--- src/rtl/mst_fifo_arbiter_if.sv ---
// -----------------------------------------------------------------------------
// mst_fifo_arbiter_if
//   Bundle of the request/grant handshakes of the two TLP sources, the shared
//   PCIe master write FIFO port and the arbiter status outputs.
//
//   req0/req1       request, held from request until EOP is accepted
//   gnt0/gnt1       grant, registered, one-hot or zero
//   din0/din1       18-bit requester words in master-FIFO format
//   wr_en0/wr_en1   requester word valid
//   full0/full1     per-requester back-pressure
//   mst_din         word to the master FIFO
//   mst_wr_en       write strobe to the master FIFO
//   mst_full        master FIFO almost-full
//   timeout_err     one-cycle pulse on forced release
//   pkt_cnt0/1      packets forwarded per port
//
//   Modport master: the arbiter. Modport slave: requesters and master FIFO.
// -----------------------------------------------------------------------------
`timescale 1ns/1ps
interface mst_fifo_arbiter_if #(
    parameter int CNT_W = 16
);
    logic             req0;
    logic             req1;
    logic             gnt0;
    logic             gnt1;
    logic [17:0]      din0;
    logic [17:0]      din1;
    logic             wr_en0;
    logic             wr_en1;
    logic             full0;
    logic             full1;
    logic [17:0]      mst_din;
    logic             mst_wr_en;
    logic             mst_full;
    logic             timeout_err;
    logic [CNT_W-1:0] pkt_cnt0;
    logic [CNT_W-1:0] pkt_cnt1;

    modport master (
        input  req0, req1, din0, din1, wr_en0, wr_en1, mst_full,
        output gnt0, gnt1, full0, full1, mst_din, mst_wr_en, timeout_err,
               pkt_cnt0, pkt_cnt1
    );

    modport slave (
        output req0, req1, din0, din1, wr_en0, wr_en1, mst_full,
        input  gnt0, gnt1, full0, full1, mst_din, mst_wr_en, timeout_err,
               pkt_cnt0, pkt_cnt1
    );
endinterface

--- src/rtl/mst_fifo_arbiter.sv ---
// -----------------------------------------------------------------------------
// mst_fifo_arbiter
//   Packet-granular arbiter sharing the single PCIe master write FIFO between
//   port 0 (RX DMA receiver) and port 1 (TX status/completion writer). One
//   port is granted at a time; its words are forwarded unmodified through one
//   register stage and the grant is released on an accepted EOP word
//   (din[17:16] == 2'b01). Ties are resolved round-robin; a stall watchdog and
//   a request-drop check force release of a hung requester.
//
//   Build option: define MST_ARB_PRIO0_EN for fixed priority (port 0 wins
//   every tie); otherwise round-robin.
//
//   Ports
//     sys_clk     system clock
//     sys_rst_n   asynchronous active-low reset
//     bus         mst_fifo_arbiter_if.master (handshakes, FIFO port, status)
//
//   Parameters
//     TIMEOUT     cycles without an accepted word before forced release
//                 (1..65535)
//     CNT_W       width of the per-port packet counters
// -----------------------------------------------------------------------------
`timescale 1ns/1ps
module mst_fifo_arbiter #(
    parameter int TIMEOUT = 1023,
    parameter int CNT_W   = 16
) (
    input logic                sys_clk,
    input logic                sys_rst_n,
    mst_fifo_arbiter_if.master bus
);
    localparam int WD_W = 16;

    typedef enum logic [1:0] {
        ARB_IDLE = 2'd0,
        ARB_GNT0 = 2'd1,
        ARB_GNT1 = 2'd2
    } arb_state_t;

    arb_state_t       state;
    logic             last;
    logic             gnt0_q;
    logic             gnt1_q;
    logic             err_q;
    logic [WD_W-1:0]  wd_cnt;
    logic [CNT_W-1:0] cnt0;
    logic [CNT_W-1:0] cnt1;
    logic [17:0]      din_p1;
    logic             vld_p1;

    // Signals of whichever port currently owns the grant.
    logic        own_req;
    logic        own_wr;
    logic [17:0] own_din;
    logic        own_eop;
    logic        wd_fire;
    logic        pick1;

    always_comb begin
        own_req = 1'b0;
        own_wr  = 1'b0;
        own_din = '0;
        if (state == ARB_GNT0) begin
            own_req = bus.req0;
            own_wr  = bus.wr_en0;
            own_din = bus.din0;
        end else if (state == ARB_GNT1) begin
            own_req = bus.req1;
            own_wr  = bus.wr_en1;
            own_din = bus.din1;
        end
    end

    assign own_eop = (own_din[17:16] == 2'b01);

    // wd_cnt holds the number of preceding cycles without an accepted word;
    // this cycle is the TIMEOUT-th one, so release regardless of wr_en
    // (a word offered now is discarded).
    assign wd_fire = (wd_cnt == WD_W'(TIMEOUT - 1));

`ifdef MST_ARB_PRIO0_EN
    assign pick1 = bus.req1 & ~bus.req0;
`else
    // last == 1 means port 1 was served most recently, so port 0 wins a tie.
    assign pick1 = bus.req1 & (~bus.req0 | ~last);
`endif

    always_ff @(posedge sys_clk or negedge sys_rst_n) begin
        if (!sys_rst_n) begin
            state  <= ARB_IDLE;
            last   <= 1'b1;
            gnt0_q <= 1'b0;
            gnt1_q <= 1'b0;
            err_q  <= 1'b0;
            wd_cnt <= '0;
            cnt0   <= '0;
            cnt1   <= '0;
            din_p1 <= '0;
            vld_p1 <= 1'b0;
        end else begin
            vld_p1 <= 1'b0;
            err_q  <= 1'b0;
            case (state)
                ARB_IDLE: begin
                    wd_cnt <= '0;
                    if (bus.req0 | bus.req1) begin
                        state  <= pick1 ? ARB_GNT1 : ARB_GNT0;
                        gnt0_q <= ~pick1;
                        gnt1_q <= pick1;
                    end
                end
                default: begin
                    if (!own_req || wd_fire) begin
                        // Forced release: requester gave up or hung.
                        state  <= ARB_IDLE;
                        gnt0_q <= 1'b0;
                        gnt1_q <= 1'b0;
                        err_q  <= 1'b1;
                        last   <= (state == ARB_GNT1);
                    end else if (own_wr) begin
                        // stage p0 -> p1: accepted word registered toward master FIFO
                        din_p1 <= own_din;
                        vld_p1 <= 1'b1;
                        wd_cnt <= '0;
                        if (own_eop) begin
                            state  <= ARB_IDLE;
                            gnt0_q <= 1'b0;
                            gnt1_q <= 1'b0;
                            last   <= (state == ARB_GNT1);
                            if (state == ARB_GNT1) begin
                                cnt1 <= cnt1 + 1'b1;
                            end else begin
                                cnt0 <= cnt0 + 1'b1;
                            end
                        end
                    end else begin
                        wd_cnt <= wd_cnt + 1'b1;
                    end
                end
            endcase
        end
    end

    assign bus.gnt0        = gnt0_q;
    assign bus.gnt1        = gnt1_q;
    assign bus.full0       = bus.mst_full | ~gnt0_q;
    assign bus.full1       = bus.mst_full | ~gnt1_q;
    assign bus.mst_din     = din_p1;
    assign bus.mst_wr_en   = vld_p1;
    assign bus.timeout_err = err_q;
    assign bus.pkt_cnt0    = cnt0;
    assign bus.pkt_cnt1    = cnt1;
endmodule

--- src/flat_wrapper.sv ---
// flat-port wrapper written by rule: the top's interface ports become plain ports
module mst_fifo_arbiter_flat 
#(
    parameter int TIMEOUT = 1023,
    parameter int CNT_W   = 16
)
  (sys_clk, sys_rst_n, bus_req0, bus_req1, bus_din0, bus_din1, bus_wr_en0, bus_wr_en1, bus_mst_full, bus_gnt0, bus_gnt1, bus_full0, bus_full1, bus_mst_din, bus_mst_wr_en, bus_timeout_err, bus_pkt_cnt0, bus_pkt_cnt1);
  mst_fifo_arbiter_if #(.CNT_W(CNT_W)) bus_i ();
  input logic sys_clk;
  input logic sys_rst_n;
  input wire logic [$bits(bus_i.req0)-1:0] bus_req0;
  input wire logic [$bits(bus_i.req1)-1:0] bus_req1;
  input wire logic [$bits(bus_i.din0)-1:0] bus_din0;
  input wire logic [$bits(bus_i.din1)-1:0] bus_din1;
  input wire logic [$bits(bus_i.wr_en0)-1:0] bus_wr_en0;
  input wire logic [$bits(bus_i.wr_en1)-1:0] bus_wr_en1;
  input wire logic [$bits(bus_i.mst_full)-1:0] bus_mst_full;
  output wire logic [$bits(bus_i.gnt0)-1:0] bus_gnt0;
  output wire logic [$bits(bus_i.gnt1)-1:0] bus_gnt1;
  output wire logic [$bits(bus_i.full0)-1:0] bus_full0;
  output wire logic [$bits(bus_i.full1)-1:0] bus_full1;
  output wire logic [$bits(bus_i.mst_din)-1:0] bus_mst_din;
  output wire logic [$bits(bus_i.mst_wr_en)-1:0] bus_mst_wr_en;
  output wire logic [$bits(bus_i.timeout_err)-1:0] bus_timeout_err;
  output wire logic [$bits(bus_i.pkt_cnt0)-1:0] bus_pkt_cnt0;
  output wire logic [$bits(bus_i.pkt_cnt1)-1:0] bus_pkt_cnt1;
  assign bus_i.req0 = bus_req0;
  assign bus_i.req1 = bus_req1;
  assign bus_i.din0 = bus_din0;
  assign bus_i.din1 = bus_din1;
  assign bus_i.wr_en0 = bus_wr_en0;
  assign bus_i.wr_en1 = bus_wr_en1;
  assign bus_i.mst_full = bus_mst_full;
  assign bus_gnt0 = bus_i.gnt0;
  assign bus_gnt1 = bus_i.gnt1;
  assign bus_full0 = bus_i.full0;
  assign bus_full1 = bus_i.full1;
  assign bus_mst_din = bus_i.mst_din;
  assign bus_mst_wr_en = bus_i.mst_wr_en;
  assign bus_timeout_err = bus_i.timeout_err;
  assign bus_pkt_cnt0 = bus_i.pkt_cnt0;
  assign bus_pkt_cnt1 = bus_i.pkt_cnt1;
  mst_fifo_arbiter #(.TIMEOUT(TIMEOUT), .CNT_W(CNT_W)) u_core (.sys_clk(sys_clk), .sys_rst_n(sys_rst_n), .bus(bus_i));
endmodule
--- config.mk ---
export PLATFORM = sky130hd
export DESIGN_NAME = mst_fifo_arbiter_flat
export DESIGN_NICKNAME = d
export VERILOG_FILES = /design/src/rtl/mst_fifo_arbiter_if.sv /design/src/rtl/mst_fifo_arbiter.sv /design/src/flat_wrapper.sv
export SDC_FILE = /design/constraint.sdc
export NUM_CORES = 1
export LEC_CHECK = 0
export ABC_CLOCK_PERIOD_IN_PS = 3140
export CAP_MARGIN = 25
export CORE_UTILIZATION = 52
export DETAILED_ROUTE_END_ITERATION = 8
export PLACE_DENSITY = 0.95
export SLEW_MARGIN = 10
export SYNTH_ARGS = -nofsm -noshare
export SYNTH_HDL_FRONTEND = slang
export SYNTH_SLANG_ARGS = --single-unit
--- constraint.sdc ---
create_clock -name sys_clk -period 3.14 [get_ports sys_clk]
set_input_delay 0.314 -clock sys_clk [delete_from_list [all_inputs] [get_ports sys_clk]]
set_output_delay 0.314 -clock sys_clk [all_outputs]
set_load 0.01 [all_outputs]
==> flow_summary.toml <==
[run_status]
violations = "design-rule violations"
run_status = "complete, but fails checks"

[critical_path]
max_stage_delay_ns = 0.56
worst_setup_path_end_kind = "flip-flop"
path_max_fanout = 29
critical_path_class = "reg2reg"
worst_ep_arrival_time_ns = 2.65
required_ns = 3.38
crit_path_top_delay_cell = "dfrtp_1"
cp_cell_sequence = "nor2b_1 -> a22oi_1 -> buf_4 -> or3_1 -> inv_4 -> nand2_1 -> mux2_1"
start_kind = "flip-flop"

[layout]
n_fill_cell = 445
utilization_pct = 72.94
final_cell_mix = "clkdlybuf4s50_1 (97), dfrtp_1 (70), nor2_1 (49)"
final_cells = 516
drive_above_1_share_pct = 6.834
final_area_um2 = 4684
area_delta_synth_final_pct = 34.34
antenna_cells = 0
nets = 482
final_common_cell = "clkdlybuf4s50_1"

[cts]
insertion_delay_ns = 0.35
cts_buffer_depth = 2
htree_num_levels = 3
path_clk_slew_ns = 0.08
holdBufCountCts = 1
cts_buffers = 9
cts_sinks = 71
cts-root-buf = "clkbuf_8"
cts_post_setup_buffers_inserted = 0
post_cts_resize_count = 0
cts_tree = "done"

[floorplanning]
fp.dieW_um = 83.89
io_pins = 99
core_um2 = 6422
initial_utilization_pct = 54.30
dieArea_um2 = 7038
die_height_um = 83.89
rows = 29

[synthesis]
syn_inst = 336
ys_types = 48
ys_seq_area_share_pct = 50.99
netlist_area_um2 = 3487
synth_nets = 383
netlist_top_cells_area = "dfrtp_1 (50%), xnor2_1 (6.0%), nor2_1 (5.3%)"
yosysTopAreaCell = "dfrtp_1"
synth_seq_cells = 71
avgSynthCellArea_um2 = 10.38
ys_warn_count = 0
ys.flop_type = "dfrtp_1"
synth_edf_count = 0
async_flop_share_pct = 100.0
synth_top_area_share_pct = 50.23

[global_routing]
grt_usage_pct = 26.58
grt_pass1_vias = 3157
antenna_found_initial = 0
grt_overflow = 0
grt_pass1_wl_mm = 14.63
grt_max_degree = 72

[placed_design]
post-place-ws_ns = 0.7348
dp_hpwl_mm = 6.227
place_area_um2 = 4511
io_buffers = 98
gp_congestion = 0.8305
placed_cells = 500

[route]
ant_nets = 0
wl_per_cell_um = 17.31
routed_wl_mm = 8.932
drt-vias-per-instance = 5.979
first_pass_iters = 7
drcViolationCount = 22
via_count = 3085
drt_iter0_markers = 222

[power]
leakage_nw = 2.046
irDropWorstVdd_v = 0.0004546
power_density_nw_per_um2 = 650.2
power_mw = 3.046

[sta]
finalHoldViolCount = 0
final.period_utilization_pct = 76.93
hold_ws_ns = 0.4754
skew_ns = 0.01192
finalSetupTns_ns = 0
fmax_mhz = 414.0
period_minus_slack_ns = 2.416
setup_viol = 0
drv_slew = 0
relSlewSlack_pct = 47.23
tightestPinTransition_ns = 0.7916
rsz0062_at_grt = "no"
fin_ws_ns = 0.7244

[worst_hold_path]
min_path_type = "reg2reg"

[job]
drv_cap = 0
## cell type report
type	instances	area, um2	share of cell area (%)
multi-input combinational	245	1593	34.00
timing repair buffer	104	1036	22.12
clock inverter	4	22.52	0.4808
sequential	71	1778	37.95
clock buffer	11	141.4	3.018
tap	77	96.34	2.057
inverter	4	17.52	0.3739
## sequential cells by signal (all words and copies together) (netlist names)
signal	cells
u_core.state	1
u_core.bus.pkt_cnt1	16
u_core.bus.mst_wr_en	1
u_core.bus.timeout_err	1
u_core.bus.mst_din	18
u_core.bus.pkt_cnt0	16
u_core.bus.gnt0	1
u_core.last	1
u_core.wd_cnt	16
## worst max-delay path, delay by kind of cell (launching register included)
| kind | cells | cell delay (ns) |
|---|---|---|
| AND/OR/NAND/NOR | 3 | 0.84 |
| flip-flops | 1 | 0.56 |
| buffers and inverters | 2 | 0.43 |
| multiplexers | 1 | 0.33 |
| AO/OA/AOI/OAI | 1 | 0.14 |
## final timing paths
path / end / slack [ns] / cells after the start / startpoint
setup reg to reg: u_core.bus.pkt_cnt1[1] / 0.72 / 7 / u_core.state[1]
setup / recovery: u_core.bus.pkt_cnt1[1] / 0.72 / 7 / u_core.state[1]
max in group asynchronous: u_core.last / 2.28 / 3 / sys_rst_n
min in group asynchronous: u_core.wd_cnt[12] / 0.51 / 3 / sys_rst_n
hold / removal: u_core.bus.pkt_cnt1[15] / 0.48 / 1 / u_core.bus.pkt_cnt1[15]
hold reg to reg: u_core.bus.pkt_cnt1[15] / 0.48 / 1 / u_core.bus.pkt_cnt1[15]
## power breakdown
group	internal [mW]	switching (mW)
combinational	0.562	0.598
sequential	1.09	0.155
clock	0.300	0.337
total	1.96	1.09
## layer usage
| layer | track usage (%) | part of all wire [%] | routed length (um) | vias up |
|---|---|---|---|---|
| met1 | 30.91 | 38 | 3434 | 1508 |
| met4 | 12.07 | 2.7 | 243 | 0 |
| li1 | - | - | - | 1423 |
| met3 | 5.539 | 6.5 | 577 | 25 |
| met2 | 47.02 | 52 | 4677 | 129 |
| met5 | 0 | 0 | 0 | - |
## synth_stat cells (all sizes together), types with 2 or more instances
master	count
nand2b	2
nor4b	2
nor2	49
ha	4
a21oi	7
and3b	2
nor4	3
a221oi	18
nand4	17
nor2b	4
o21ai	6
inv	4
a221o	3
xnor2	24
and4	6
nand3	18
nand2	21
dfrtp	70
mux2	2
and3	19
clkbuf	6
a21o	6
a22o	4
nor3	4
mux2i	4
nand3b	2
buf	10
xor2	8
## cell families after synthesis
logic type      synth area share (%)
buf+inv                        3.337
flops                          50.99
fa+ha+maj                      1.435
compound gates                 10.73
mux                            1.794
simple gates                   23.68
xor+xnor                       8.037
(Power assumes the default switching activity.)
